## config.mk

```make
export PLATFORM = sky130hd
export DESIGN_NAME = crop_norm_buf
export DESIGN_NICKNAME = d
export VERILOG_FILES = /design/src/rtl/crop_norm_buf.sv
export SDC_FILE = /design/constraint.sdc
export NUM_CORES = 2
export LEC_CHECK = 0
export CORE_ASPECT_RATIO = 0.6
export CORE_UTILIZATION = 45
export DETAILED_ROUTE_END_ITERATION = 7
export PLACE_DENSITY = 0.65
export SLEW_MARGIN = 20
export SYNTH_ARGS = -nofsm -noshare
export SYNTH_HDL_FRONTEND = slang
export SYNTH_SLANG_ARGS = --single-unit
export TNS_END_PERCENT = 1
```

## constraint.sdc

```tcl
create_clock -name clk -period 8.14 [get_ports clk]
set_input_delay 1.628 -clock clk [delete_from_list [all_inputs] [get_ports clk]]
set_output_delay 1.628 -clock clk [all_outputs]
set_load 0.005 [all_outputs]
```

## src/rtl/crop_norm_buf.sv

```systemverilog
// crop_norm_buf: self-counting frame capture of a clamped crop window with max search,
// once-per-frame reciprocal and buffered normalised/truncated AXI-stream output.
module crop_norm_buf #(
    parameter int PIXEL_BIT_WIDTH = 10,
    parameter int OUT_BIT_WIDTH   = 8,
    parameter int IN_ROWS         = 20,
    parameter int IN_COLS         = 20,
    parameter int OUT_ROWS        = 10,
    parameter int OUT_COLS        = 10,
    parameter int FRAC_BITS       = 16
) (
    input  logic                        clk,
    input  logic                        srst,
    input  logic                        ap_start,
    output logic                        ap_ready,
    output logic                        ap_done,
    input  logic                        norm_en,
    input  logic [$clog2(IN_COLS)-1:0]  crop_x0,
    input  logic [$clog2(IN_ROWS)-1:0]  crop_y0,
    input  logic                        s_axis_tvalid,
    output logic                        s_axis_tready,
    input  logic [PIXEL_BIT_WIDTH-1:0]  s_axis_tdata,
    input  logic                        s_axis_tuser,
    output logic                        m_axis_tvalid,
    input  logic                        m_axis_tready,
    output logic [OUT_BIT_WIDTH-1:0]    m_axis_tdata,
    output logic                        m_axis_tlast,
    output logic [PIXEL_BIT_WIDTH-1:0]  roi_max,
    output logic                        resync
);
    localparam int PW   = PIXEL_BIT_WIDTH;
    localparam int OW   = OUT_BIT_WIDTH;
    localparam int F    = FRAC_BITS;
    localparam int D    = OW + F;
    localparam int PD   = PW + D;
    localparam int NPIX = OUT_ROWS * OUT_COLS;
    localparam int CW   = $clog2(IN_COLS);
    localparam int RW   = $clog2(IN_ROWS);
    localparam int AW   = $clog2(NPIX + 1);
    localparam int IW   = $clog2(NPIX);
    localparam int DCW  = $clog2(D);
    localparam logic [CW-1:0] XMAX     = CW'(IN_COLS - OUT_COLS);
    localparam logic [RW-1:0] YMAX     = RW'(IN_ROWS - OUT_ROWS);
    localparam logic [D-1:0]  DIVIDEND = {{OW{1'b1}}, {F{1'b0}}};
    localparam logic [PD:0]   HALF     = (PD+1)'(1) << (F - 1);

    typedef enum logic [2:0] {IDLE, SYNC, CAPTURE, RECIP, STREAM} state_t;
    state_t state, state_d;

    logic          norm_q;
    logic [CW-1:0] x0_q, col, cur_c;
    logic [RW-1:0] y0_q, row, cur_r;
    logic [AW-1:0] wr_ptr, rd_ptr, base_ptr;
    logic [PW-1:0] max_q, base_max, rem, p2, rd_data;
    logic [D-1:0]  quo;
    logic [DCW-1:0] div_cnt;
    logic [PW:0]   rem_t;
    logic          rem_ge, beat, take, in_roi, frame_end, wr_en, en, issue;
    logic          v1, l1, v2, l2;
    logic [PD-1:0] prod;
    logic [PD:0]   rnd_sh;
    logic [OW-1:0] norm_pix, trunc_pix;
    logic [PW-1:0] mem [NPIX];

    assign ap_ready      = state == IDLE;
    assign s_axis_tready = state == SYNC || state == CAPTURE;
    assign roi_max       = max_q;
    assign beat          = s_axis_tvalid && s_axis_tready;
    // In SYNC only a tuser beat is taken; it is processed exactly like a capture pixel at (0,0)
    assign take          = beat && (state == CAPTURE || s_axis_tuser);
    assign cur_c         = s_axis_tuser ? '0 : col;
    assign cur_r         = s_axis_tuser ? '0 : row;
    assign base_ptr      = s_axis_tuser ? '0 : wr_ptr;
    assign base_max      = s_axis_tuser ? '0 : max_q;
    assign in_roi        = {1'b0, cur_c} >= {1'b0, x0_q} && {1'b0, cur_c} < {1'b0, x0_q} + (CW+1)'(OUT_COLS)
                        && {1'b0, cur_r} >= {1'b0, y0_q} && {1'b0, cur_r} < {1'b0, y0_q} + (RW+1)'(OUT_ROWS);
    assign frame_end     = cur_r == RW'(IN_ROWS - 1) && cur_c == CW'(IN_COLS - 1);
    assign wr_en         = take && in_roi;
    assign en            = !m_axis_tvalid || m_axis_tready;
    assign issue         = state == STREAM && rd_ptr != AW'(NPIX);
    assign rem_t         = {rem, quo[D-1]};
    assign rem_ge        = rem_t >= {1'b0, max_q};
    assign rnd_sh        = ({1'b0, prod} + HALF) >> F;
    assign norm_pix      = |rnd_sh[PD:OW] ? '1 : rnd_sh[OW-1:0];
    assign trunc_pix     = OW'(p2 >> (PW - OW));

    always_comb begin
        state_d = state;
        case (state)
            IDLE:    state_d = ap_start ? SYNC : IDLE;
            SYNC:    state_d = take ? CAPTURE : SYNC;
            CAPTURE: state_d = take && frame_end ? (norm_q ? RECIP : STREAM) : CAPTURE;
            RECIP:   state_d = max_q == '0 || div_cnt == DCW'(D - 1) ? STREAM : RECIP;
            STREAM:  state_d = m_axis_tvalid && m_axis_tready && m_axis_tlast ? IDLE : STREAM;
            default: state_d = IDLE;
        endcase
    end

    always_ff @(posedge clk or posedge srst) begin
        if (srst) begin
            state         <= IDLE;
            ap_done       <= 1'b0;
            resync        <= 1'b0;
            norm_q        <= 1'b0;
            x0_q          <= '0;
            y0_q          <= '0;
            col           <= '0;
            row           <= '0;
            wr_ptr        <= '0;
            rd_ptr        <= '0;
            max_q         <= '0;
            rem           <= '0;
            quo           <= '0;
            div_cnt       <= '0;
            v1            <= 1'b0;
            l1            <= 1'b0;
            v2            <= 1'b0;
            l2            <= 1'b0;
            prod          <= '0;
            p2            <= '0;
            m_axis_tvalid <= 1'b0;
            m_axis_tlast  <= 1'b0;
            m_axis_tdata  <= '0;
        end else begin
            state   <= state_d;
            ap_done <= state == STREAM && m_axis_tvalid && m_axis_tready && m_axis_tlast;
            resync  <= state == CAPTURE && beat && s_axis_tuser;
            if (state == IDLE && ap_start) begin
                norm_q <= norm_en;
                x0_q   <= crop_x0 > XMAX ? XMAX : crop_x0;
                y0_q   <= crop_y0 > YMAX ? YMAX : crop_y0;
                rd_ptr <= '0;
            end
            if (take) begin
                col    <= cur_c == CW'(IN_COLS - 1) ? '0 : cur_c + CW'(1);
                row    <= cur_c == CW'(IN_COLS - 1) ? cur_r + RW'(1) : cur_r;
                wr_ptr <= base_ptr + AW'(in_roi);
                max_q  <= in_roi && s_axis_tdata > base_max ? s_axis_tdata : base_max;
            end
            if (state == CAPTURE && state_d == RECIP) begin
                rem     <= '0;
                quo     <= DIVIDEND;
                div_cnt <= '0;
            end
            // Restoring divider: quo shifts dividend bits out at the top and quotient bits in at the bottom
            if (state == RECIP) begin
                if (max_q == '0) begin
                    quo <= '0;
                end else begin
                    rem     <= rem_ge ? PW'(rem_t - {1'b0, max_q}) : rem_t[PW-1:0];
                    quo     <= {quo[D-2:0], rem_ge};
                    div_cnt <= div_cnt + DCW'(1);
                end
            end
            // Whole read/multiply/output pipeline advances together and freezes on a stalled output
            if (en) begin
                v1            <= issue;
                l1            <= rd_ptr == AW'(NPIX - 1);
                v2            <= v1;
                l2            <= l1;
                prod          <= PD'(rd_data) * PD'(quo);
                p2            <= rd_data;
                m_axis_tvalid <= v2;
                m_axis_tlast  <= l2;
                m_axis_tdata  <= norm_q ? norm_pix : trunc_pix;
                if (issue)
                    rd_ptr <= rd_ptr + AW'(1);
            end
        end
    end

    always_ff @(posedge clk) begin
        if (wr_en)
            mem[IW'(base_ptr)] <= s_axis_tdata;
        if (en && issue)
            rd_data <= mem[IW'(rd_ptr)];
    end
endmodule

```

==> flow_summary.ini <==
[run_status]
status = completed

[cts]
cts_buffers = 103
clk_latency_ns = 0.73
cts_root_buf = clkbuf_16
cts_tree = done
hold_buffers = 0
cts_setup_buffers = 0
clkTransAtPathRegs_ns = 0.06
cts_max_path_buffers = 3
clock-sinks = 1140
cts_htree_levels = 3
cts_resized = 0

[flow_run]
cap_violations = 0

[global_route]
grt_antenna_before_repair = 4
first_global_vias = 27980
grt_use_met2_pct = 28.89
grt_pass1_wl_um = 187700
grt_max_degree = 129
top_usage_layer = met1
grt-ovfl-total = 0
track_usage_pct = 21.25
use_met3_pct = 4.163
grtUsageMet1_pct = 35.43

[power_and_ir_drop]
pwr-share-comb_pct = 25.6
intPower_mw = 11.24
power_frac_seq_pct = 43.2
p_per_area_nw_per_um2 = 272.5
leakagePower_nw = 20.45
vdd_drop_max_v = 0.0002387
sw_frac_of_total_pct = 29.80
p_sw_mw = 4.773
p_clk_share_pct = 31.2

[timing]
slew_headroom_pct = 23.98
finalSetupTns_ns = 0
min_period_over_period_pct = 79.13
fmax_mhz = 155.2
setup_viol = 0
worst_pin_slew_ns = 1.136
setup_ws_ns = 1.699
finalHoldViolCount = 0
fin_hold_ws_ns = 0.4656
rsz0062_at_grt = false
drv_slew = 0
skew_ns = 0.05637
post-route-min-period_ns = 6.441

[critical_path]
worst_setup_path_start_kind = register
end_kind = register
crit_fanout = 25
crit_required_ns = 8.71
crit_type = reg -> reg
crit_arrival_ns = 7.01

[place]
gp_congestion = 0.8306
dp_hpwl_um = 79710
place_ws_ns = 1.737
port_buffers = 50

[logic_synthesis]
synth_seq_cells = 1140
synth-main-ff-cell = edfxtp_1
synth_xor_area_share_pct = 0.6604
synth_compound_area_share_pct = 3.017
synth_fa_ha_area_share_pct = 9.279
synth_top_family_by_area = multiplexers
syn_area_per_cell_um2 = 16.56
syn_nets = 3519
ys_warn_count = 0
syn_inst = 3203
seq_area_frac_synth_pct = 63.30
ys_types = 63
netlist_area_um2 = 53050
yosys.area.top_type = edfxtp_1
synth_edf_count = 1010
synth.area.top_cells = edfxtp_1 57%, mux4_2 13%, fa_1 6.6%, dfrtp_1 6.1%, ha_1 2.7%
synthMuxAreaShare_pct = 14.44
async_flop_share_pct = 11.40
synthSimpleGateAreaFrac_pct = 6.451
yosysTopAreaCellShare_pct = 57.17

[floorplanning]
start_util_pct = 45.44
dieArea_um2 = 119300
row_count = 97
io_pins = 51
die_w_um = 445.3
core_um2 = 116800
dieHeight_um = 268.0

[finish]
register_area_um2 = 33600
multi_input_area_um2 = 17990
num-fill-cells = 9572
layout-drive-gt1-share_pct = 17.51
fin_nets = 3556
syn_to_final_growth_pct = 10.80

[min_path]
hold_path.class = reg -> reg

[route]
drt_first_pass_iters = 5
via_per_inst = 5.752
drc = 0
postRouteAntennaNets = 0
drt_wl_total_um = 124200
num_vias = 28270
drtIter0Drc = 3093
wl_per_cell_um = 25.28
[metal layers]
metal	vias up	share of wire (%)	wire, µm
met3	118	8.6	10620
met2	1145	42	51640
met1	14870	49	60360
li1	12140	-	-
met4	0	1.3	1608
met5	-	0	0
[registers in the layout (all words and copies together) (netlist names), 3 cells and up]
name / flops
rd_data: 10
div_cnt: 5
col: 5
wr_ptr: 7
x0_q: 5
rem: 10
mem: 1000
prod: 19
y0_q: 5
quo: 24
roi_max: 10
rd_ptr: 7
row: 5
m_axis_tdata: 8
state: 3
p2: 8
[power groups by stage]
stage | logic (mW) | registers, mW | clock network (mW)
6_report | 4.11 | 6.91 | 5.00
5_1_grt | 4.48 | 6.94 | 5.30
4_1_cts | 4.14 | 6.91 | 5.07
3_5_place_dp | 4.12 | 7.03 | 0
3_3_place_gp | 4.10 | 7.02 | 0
2_1_floorplan | 3.05 | 6.78 | 0
[Yosys cell counts (7+ instances only)]
master       n
a21o_1      24
a21oi_1     70
a22o_1      17
and2_1     128
and3_1      11
buf_1       15
buf_2       36
clkbuf_1   118
dfrtp_1    130
edfxtp_1  1010
fa_1       174
ha_1       115
inv_1      214
mux2_2      20
mux2i_1     32
mux4_2     316
nand2_1    280
nand2b_1    17
nand3_1     25
nand4_1     19
nor2_1     167
nor2b_1     20
nor3_1      18
o211ai_1     7
o21ai_0     77
o22ai_1     11
o31ai_1      7
or3_1       10
xnor2_1     22
xor2_1      18
[cells in the final DEF (no fill, tap or decap), types with 7 or more instances in the layout]
master,n
clkbuf_16,105
buf_4,61
clkinv_2,22
clkdlybuf4s50_1,40
edfxtp_1,1010
a22o_1,17
xor2_1,18
nand2b_1,16
and3_1,11
clkinv_1,17
dfrtp_1,126
nor2b_1,19
a21oi_1,70
inv_1,213
o31ai_1,7
mux4_2,316
o22ai_1,11
mux2_2,20
clkbuf_1,14
or3_1,10
ha_1,115
nor3_1,17
o211ai_1,7
fa_1,174
nand4_1,19
xnor2_1,22
nand3_1,25
a21o_1,24
bufinv_16,12
mux2i_1,32
nor2_1,162
and2_1,128
clkinvlp_4,8
nand2_1,280
o21ai_0,77
[final timing paths]
check	start	end	slack (ns)	cells past startpoint
min in group asynchronous	srst	rem[8]$_DFF_PP0_	1.41	2
max in group asynchronous	srst	prod[15]$_DFFE_PP0N_	5.41	3
min	p2[9]$_DFFE_PP0N_	p2[9]$_DFFE_PP0N_	0.47	2
min reg2reg	p2[9]$_DFFE_PP0N_	p2[9]$_DFFE_PP0N_	0.47	2
max	rd_data[5]$_DFFE_PP_	prod[29]$_DFFE_PP0N_	1.70	17
max reg2reg	rd_data[5]$_DFFE_PP_	prod[29]$_DFFE_PP0N_	1.70	17
[kinds of logic after synthesis]
kind of cell | Yosys count
AND/OR/NAND/NOR | 723
XOR/XNOR | 40
buffers and inverters | 386
flip-flops | 1140
multiplexers | 368
AO/OA/AOI/OAI | 257
adder cells (fa/ha/maj) | 289
[cell type report]
type                    count  share of cell area (%)
clock buffers             119                   4.560
repair buffers            104                   1.562
inverters                 214                   1.375
clock inverters            75                   1.354
well taps                1584                   3.372
flip-flops and latches   1140                   57.16
multi-input cells        1677                   30.61
diodes                      2                0.008515
[critical path: stages (launching register included)]
cell	delay, ns
edfxtp_1	1.08
nand2_1	0.18
fa_1	0.55
fa_1	0.55
inv_1	0.06
fa_1	0.47
fa_1	0.52
fa_1	0.43
ha_1	0.28
o21ai_0	0.39
a41oi_1	0.08
o2bb2ai_1	0.32
o21ai_0	0.15
buf_4	0.19
a21oi_1	0.24
o21ai_0	0.22
a2111o_1	0.45
o211a_1	0.12
[through the flow]
stage | util (%) | instances | cell area [µm²] | power [mW]
final | 50.34 | 4915 | 58780 | 16.02
after global routing | 50.34 | 4913 | 58770 | 16.72
after CTS | 50.33 | 4913 | 58760 | 16.12
after detailed placement | 47.35 | 4719 | 55290 | 11.15
after global placement | 47.35 | 4719 | 55290 | 11.12
after floorplan | - | 3203 | 53050 | 9.830
Power figures use the tool's default switching activity.
